<file path="src/rtl/alu_instruction_decoder.sv">
// Combinational decoder for 32-bit ALU instructions: splits the word into op/control
// fields, register selects and write-back controls, plus a sticky malformed-instruction flag.
module alu_instruction_decoder (
    input  logic        clk,
    input  logic        rst,
    input  logic [31:0] instruction,
    output logic [2:0]  alu_op,
    output logic [1:0]  alu_vec_perci,
    output logic        alu_form,
    output logic        const_c,
    output logic [15:0] constant,
    output logic [1:0]  alu_write,
    output logic [3:0]  alu_a_select,
    output logic [3:0]  alu_b_select,
    output logic [3:0]  alu_c_select,
    output logic [3:0]  alu_d_select,
    output logic [3:0]  alu_Y1_select,
    output logic [3:0]  alu_Y2_select,
    output logic        illegal,
    output logic        illegal_seen
);

    localparam logic       FORM_FOUR_REG = 1'b0;
    localparam logic [1:0] WRITE_BOTH    = 2'b11;
    localparam logic [1:0] WRITE_Y1_ONLY = 2'b01;

    logic [3:0] field_a;
    logic [3:0] field_b;
    logic [3:0] field_c;
    logic [3:0] field_d;

    logic illegal_seen_d;
    logic illegal_seen_q;

    assign field_a = instruction[15:12];
    assign field_b = instruction[11:8];
    assign field_c = instruction[7:4];
    assign field_d = instruction[3:0];

    assign alu_op        = instruction[26:24];
    assign alu_vec_perci = instruction[23:22];
    assign alu_form      = instruction[28];
    assign const_c       = instruction[29];
    assign alu_a_select  = field_a;
    assign alu_b_select  = field_b;

    // Reserved fields: [31:30], [27] and [21:16] must all be zero.
    assign illegal = (|instruction[31:30]) | instruction[27] | (|instruction[21:16]);

    // The low byte doubles as the immediate, so it steals the c/d register fields.
    always_comb begin
        // NOTE: every output of this block gets a default first, so no path leaves
        // it unassigned and no latch is inferred.
        constant     = 16'h0000;
        alu_c_select = field_c;
        alu_d_select = field_d;
        if (const_c) begin
            constant     = {8'h00, instruction[7:0]};
            alu_c_select = 4'h0;
            alu_d_select = 4'h0;
        end
    end

    // Y2 uses the raw c field even when c is a constant; the write target is still encoded there.
    always_comb begin
        alu_write     = WRITE_Y1_ONLY;
        alu_Y1_select = field_a;
        alu_Y2_select = 4'h0;
        if (alu_form == FORM_FOUR_REG) begin
            alu_write     = WRITE_BOTH;
            alu_Y2_select = field_c;
        end
    end

    assign illegal_seen_d = illegal_seen_q | illegal;

    always_ff @(posedge clk) begin
        // NOTE: sequential state uses non-blocking assignment so every flop samples
        // pre-edge values; reset is synchronous and wins over a simultaneous illegal.
        if (rst) begin
            illegal_seen_q <= 1'b0;
        end else begin
            illegal_seen_q <= illegal_seen_d;
        end
    end

    assign illegal_seen = illegal_seen_q;

endmodule

</file>
<file path="config.mk">
export PLATFORM = sky130hd
export DESIGN_NAME = alu_instruction_decoder
export DESIGN_NICKNAME = d
export VERILOG_FILES = /design/src/rtl/alu_instruction_decoder.sv
export SDC_FILE = /design/constraint.sdc
export NUM_CORES = 1
export LEC_CHECK = 0
export ABC_AREA = 1
export CAP_MARGIN = 20
export CELL_PAD_IN_SITES_DETAIL_PLACEMENT = 1
export CELL_PAD_IN_SITES_GLOBAL_PLACEMENT = 2
export CORE_UTILIZATION = 10
export CTS_CLUSTER_SIZE = 12
export DETAILED_ROUTE_END_ITERATION = 8
export GPL_TIMING_DRIVEN = 0
export PLACE_DENSITY = 0.95
export SYNTH_ARGS = -nofsm -noshare
export SYNTH_HDL_FRONTEND = slang
export SYNTH_SLANG_ARGS = --single-unit
</file>
<file path="constraint.sdc">
create_clock -name clk -period 0.8 [get_ports clk]
set_clock_uncertainty 0.1 [all_clocks]
set_input_delay 0.08 -clock clk [delete_from_list [all_inputs] [get_ports clk]]
set_output_delay 0.08 -clock clk [all_outputs]
set_load 0.01 [all_outputs]
</file>
# Word-level counts from Yosys, hierarchy flattened
# Index checks and enable logic that the tools add are counted.
[word_totals]
reg_bits = 1
out_inout_bits = 51
wordCells = 11
[op_classes]
n_mux = 5
bitwise_logic = 3
reduce_logical = 2
[ops]
columns = ["cell", "n"]
rows = [
  ["two-way mux 4 bit", 3],
  ["two-way mux 8 bit", 1],
  ["OR reduction 6 bit", 1],
  ["bitwise OR 1 bit", 3],
  ["two-way mux 2 bit", 1],
  ["OR reduction 2 bit", 1],
]

# Logic depth before layout (Yosys ltp)
# Gate-level depths: netlist of the first run.
[depth]
word_depth = 4
ltp_mapped = 6
depth_no_buf = 6

# Worst setup path after synthesis of the first run
# OpenSTA, ideal clock, no wires.
[synth_timing]
path_type = "input to register"
start = "in instruction[31]"
end = "reg illegal_seen_q, in the netlist illegal_seen"
setup_ns = 0.109
t_arrival_ns = 0.554
required_time_ns = 0.591
setup_slack_ns = 0.037
cell_stages = 5
n_path_buf = 0
cell_sequence = "or2_1 -> nor2_2 -> nand3_1 -> nand2_1 -> inv_1"
[synth_via]
elab_chain_cells = 4
[synth_rtl]
columns = ["item", "line_no", "source"]
rows = [
  ["from (decl)", "6", "input logic [31:0] instruction,"],
  ["OR reduction 2 bit", "48", "assign illegal = (|instruction[31:30]) | instruction[27] | (|instruction[21:16]);"],
  ["bitwise OR 1 bit (2 in a row)", "48", ""],
  ["bitwise OR 1 bit", "75", "assign illegal_seen_d = illegal_seen_q | illegal;"],
  ["to (signal assigned)", "83", "illegal_seen_q <= illegal_seen_d;"],
  ["to (decl)", "33", "logic illegal_seen_q;"],
]
# No other way between the ends.
# A chain may end at the register's enable or synchronous reset.

# Final worst setup path of the first run
[layout_timing]
start = "in instruction[30]"
end = "reg illegal_seen_q, in the netlist illegal_seen"
# The elaborated chain is that of the path after synthesis.

==> metrics.csv, run 1 <==
metric,value,unit
grt.total_usage,0.0626,
cp-start-kind,input pin,
syn_area,450,sq um
start_util,0.103,
via_count,643,
numPortBuffers,61,
fp.dieArea,4780,sq um
hold-worst-slack,366,ps
p_leak,0.681,nW
fin_cells,203,
overflow,0,
synth-seq-area-share,0.0444,
clk_pin_slew,0,ps
synthDistinctLibCells,11,
post-place-ws,-753,ps
drc,0,
status,"complete, but fails checks",
core-area,4350,sq um
rows,24,
rsz0062_at_grt,true,
wl,1550,um
wl_per_cell,7.65,um
insertion_delay,0,ps
antenna_cells,0,
syn_area_per_cell,5.49,sq um
yosysTopAreaCell,buf_4,
nNetsFinal,187,
end_kind,flip-flop,
timing.critical_path.slowest_cell_delay,220,ps
final_antenna_net_count,0,
drt-vias-per-instance,3.17,
drt-pass1-iter-count,2,
final_cell_mix,"buf_4 (28), buf_2 (27), dlygate4sd2_1 (26)",
critPathRequiredTime,590,ps
grt_pass1_wl,2620,um
slowest_stage,or2_1,
layout_commonest_cell,buf_4,
final_max_slew_viol_count,0,
crit_fanout,2,
post-cts-setup-buffer-count,0,
largest_reg_flops,1,
place.gp.congestion,0.642,
hold_violations,0,
dp_hpwl,1420,um
finalCritPeriodShare,1.10,
grt_max_degree,11,
fmaxAchievable,1.13,GHz
drive_above_1_share,0.437,
r2r_setup_slack,110,ps
dp_cells,202,
drtIter0Drc,4,
yosys.area.top_type_share,0.467,
cp_cell_sequence,buf_6 -> or2_1 -> nor2_2 -> nand3_1 -> nand2_1 -> inv_1,
ioPinCount,85,
fillers,562,
violations,setup timing,
layout_min_cycle_time,882,ps
min_path_type,in -> out,
power_density,505,nW/um^2
cap_violations,0,
antenna_found_initial,0,
ir_drop,0.000260,V
syn_to_final_growth,131,%
synth-seq-cells,1,
holdBufCountCts,0,
first_global_vias,594,
setup_tns,-136,ps
synth_top_cells_by_area,"buf_4 (47%), inv_1 (17%), nor2_1 (12%), nand2_1 (9.2%), dfxtp_1 (4.4%)",
yosys_warnings,0,
syn_inst,82,
worstPathArrival,670,ps
die_y,69.1,um
fin_ws,-82.1,ps
die_width,69.1,um
setup_viol,2,
criticalPathCategory,in -> reg,
[cell usage after synthesis]
master,n
nor3_4,1
nand2_1,11
buf_2,2
nor2_1,14
dfxtp_1,1
or2_1,1
inv_1,20
buf_4,28
nor2_2,1
conb_1,2
nand3_1,1
[worst paths after layout]
| path | from | endpoint | depth (start not counted) |
|---|---|---|---|
| worst max-delay path | instruction[30] | illegal_seen | 6 |
| worst min-delay path | instruction[28] | alu_Y2_select[2] | 3 |
| worst max register to register | illegal_seen | illegal_seen | 4 |
| worst min register to register | illegal_seen | illegal_seen | 4 |
[power by group]
| group | internal (mW) | total [mW] | switching [mW] |
|---|---|---|---|
| registers | 0.0536 | 0.0546 | 0.000940 |
| clock network | 0 | 0 | 0 |
| logic | 0.270 | 0.472 | 0.202 |
[what timing repair did]
| action | 4_1_cts | 5_1_grt |
|---|---|---|
| endpoints found under the setup margin | 43 | 15 |
| gates resized for setup | 145 | 11 |
| pin swaps | 10 | 4 |
| endpoints found under the hold margin | 0 | 0 |
| gates cloned | 0 | 1 |
[layer usage]
layer,vias up,wire length (um),global-route usage
met1,270,549,0.0716
met2,46,816,0.125
met4,0,0,0
li1,327,-,-
met5,-,0,0
met3,0,186,0.0117
[cell type report]
type	instances	area, sq um	area share
repair buffers	62	469	0.450
plain buffers	30	236	0.227
multi-input cells	38	176	0.169
inverters	20	75.1	0.0720
well taps	52	65.1	0.0624
flip-flops and latches	1	20.0	0.0192
[through the flow]
stage / cell area, sq um / power (mW) / utilization
6_report: 1040 / 0.526 / 0.239
5_1_grt: 1040 / 0.572 / 0.239
4_1_cts: 992 / 0.508 / 0.228
3_5_place_dp: 1150 / 0.627 / 0.265
3_3_place_gp: 1150 / 0.617 / 0.265
2_1_floorplan: 477 / 0.300 / -
[worst max-delay path, delay by kind of cell]
kind	cells	cell delay, ps
simple gates	4	470
buf+inv	2	120
[cells by family (layout without fill, tap and decap cells)]
group / count (synthesis) / count (layout) / synth area share
simple gates: 29 / 29 / 0.283
flops: 1 / 1 / 0.0444
other cells: 2 / 9 / 0.0167
buf+inv: 50 / 112 / 0.656
Power figures use the tool's default switching activity.
==> run 2, diff against run 1 <==
CAP_MARGIN = default   (was 20)
==> results of run 2 <==
Same layout as run 1: the final DEF is identical, and so are final timing and power.
==> run 3, diff against run 2 <==
CAP_MARGIN = 0   (was default)
CELL_PAD_IN_SITES_DETAIL_PLACEMENT = default   (was 1)
CELL_PAD_IN_SITES_GLOBAL_PLACEMENT = default   (was 2)
CORE_UTILIZATION = 18   (was 10)
MAX_ROUTING_LAYER = met4   (was default)
PLACE_DENSITY = 0.85   (was 0.95)
==> run 3 against run 2 <==
Compared with the run above: the run still ends with setup timing left; via count down 1.6%; first-iteration DRC count down 50%; critical path depth unchanged; combinational power down 4%; final area down 5.4%; power down 3.1%; global-route usage up 2.6 points; die area down 43%; critical endpoint unchanged; largest cell class unchanged; largest power group unchanged.
==> metrics.csv, run 3 (same netlist as run 1, synthesis figures left out) <==
metric,value,unit
violations,setup timing,
slowest_stage,or2_1,
cp-start-kind,input pin,
layout_commonest_cell,buf_4,
grt_pass1_wl,1910,um
drc,0,
dp_hpwl,1180,um
crit_buf_inv,2,
core-area,2280,sq um
grt_max_degree,9,
largest_reg_flops,1,
finalCritPeriodShare,1.09,
rows,17,
crit_fanout,2,
ir_drop,0.000303,V
wl_per_cell,7.37,um
setup_viol,2,
setup_tns,-139,ps
crit_path_end,illegal_seen,
drt-vias-per-instance,3.54,
syn_to_final_growth,119,%
min_from,instruction[30],
wl,1320,um
nNetsFinal,187,
final_antenna_net_count,0,
numPortBuffers,61,
die_y,52.0,um
cp.depth,6,
reg2reg_from,illegal_seen,
die_width,52.0,um
fp.dieArea,2710,sq um
hold_violations,0,
fin_ws,-71.3,ps
crit_start,instruction[30],
timing.critical_path.slowest_cell_delay,220,ps
clk_pin_slew,0,ps
drive_above_1_share,0.430,
antenna_found_initial,0,
p_leak,0.673,nW
end_kind,flip-flop,
insertion_delay,0,ps
min_path_type,in -> reg,
critPathRequiredTime,590,ps
start_util,0.198,
worstPathArrival,660,ps
crit_family,simple AND/OR/NAND/NOR gates,
hold-worst-slack,364,ps
holdBufCountCts,0,
grt.total_usage,0.0881,
ioPinCount,85,
antenna_cells,0,
first_global_vias,500,
layout_min_cycle_time,871,ps
final_cell_mix,"buf_4 (28), dlygate4sd2_1 (27), buf_2 (27)",
place.gp.congestion,0.581,
power_density,517,nW/um^2
criticalPathCategory,in -> reg,
r2r_setup_slack,100,ps
cap_violations,0,
status,"complete, but fails checks",
overflow,0,
rr_worst_depth,4,
final_max_slew_viol_count,0,
drtIter0Drc,2,
rr_endpoint,illegal_seen,
rsz0062_at_grt,true,
via_count,633,
drt-pass1-iter-count,2,
utilization,0.433,
fmaxAchievable,1.15,GHz
cp_cell_sequence,buf_6 -> or2_1 -> nor2_2 -> nand3_1 -> nand2_1 -> inv_1,
==> run 3: cell types whose count changed in the layout (fill, tap and decap cells not counted) <==
cell             change
buf_6                +2
buf_8                -1
clkbuf_16            -1
clkdlybuf4s15_1      -1
dlygate4sd2_1        +1
nor2_1               +1
nor2_4               -1
==> run 3: power by group <==
group,internal [mW],switching (mW),total (mW)
sequential,0.0536,0.00110,0.0547
combinational,0.260,0.195,0.455
clock,0,0,0
==> run 3: layer usage <==
layer  vias up  GRT usage  part of all wire  wire (um)
li1        328          -                 -          -
met1       252     0.0864              0.32        416
met2        53      0.177              0.48        637
met3         0     0.0263              0.20        266
met4         0          0                 0          0
met5         -          -                 0          0
==> run 3: cell type report <==
cell class / instances / area [sq um]
multi-input cells: 38 / 169
fillers: 260 / 1290
well taps: 28 / 35.0
repair buffers: 62 / 454
plain buffers: 30 / 233
flip-flops and latches: 1 / 20.0
inverters: 20 / 75.1
==> run 3: timing repair <==
action,4_1_cts,5_1_grt
endpoints found under the hold margin,0,0
pin swaps,10,5
gates cloned,1,0
setup endpoints to repair,43,12
gates resized for setup,145,9
setup buffers,0,0
==> run 3: worst reg2reg max path, delay by kind of cell, from the launching register on <==
| kind | cells | cell delay [ps] |
|---|---|---|
| AND/OR/NAND/NOR | 2 | 130 |
| flip-flops | 1 | 280 |
| buffers and inverters | 2 | 80 |
==> run 3: worst min-delay path by stage <==
stage | endpoint | slack, ps | depth (start not counted)
finish | illegal_seen | 360 | 6
global route | alu_Y2_select[0] | 390 | 3
CTS | alu_Y2_select[0] | 370 | 3
detailed placement | illegal_seen | 430 | 4
global placement | illegal_seen | 420 | 4
floorplan | alu_write[1] | 100 | 1
==> run 3: stage by stage <==
step	instance area [sq um]	setup WS [ps]	total power, mW	cells
6_report	986	-71.3	0.510	179
5_1_grt	986	-121	0.551	179
4_1_cts	967	-89.6	0.505	179
3_5_place_dp	1120	-742	0.620	178
3_3_place_gp	1120	-741	0.613	178
2_1_floorplan	477	37.1	0.300	89
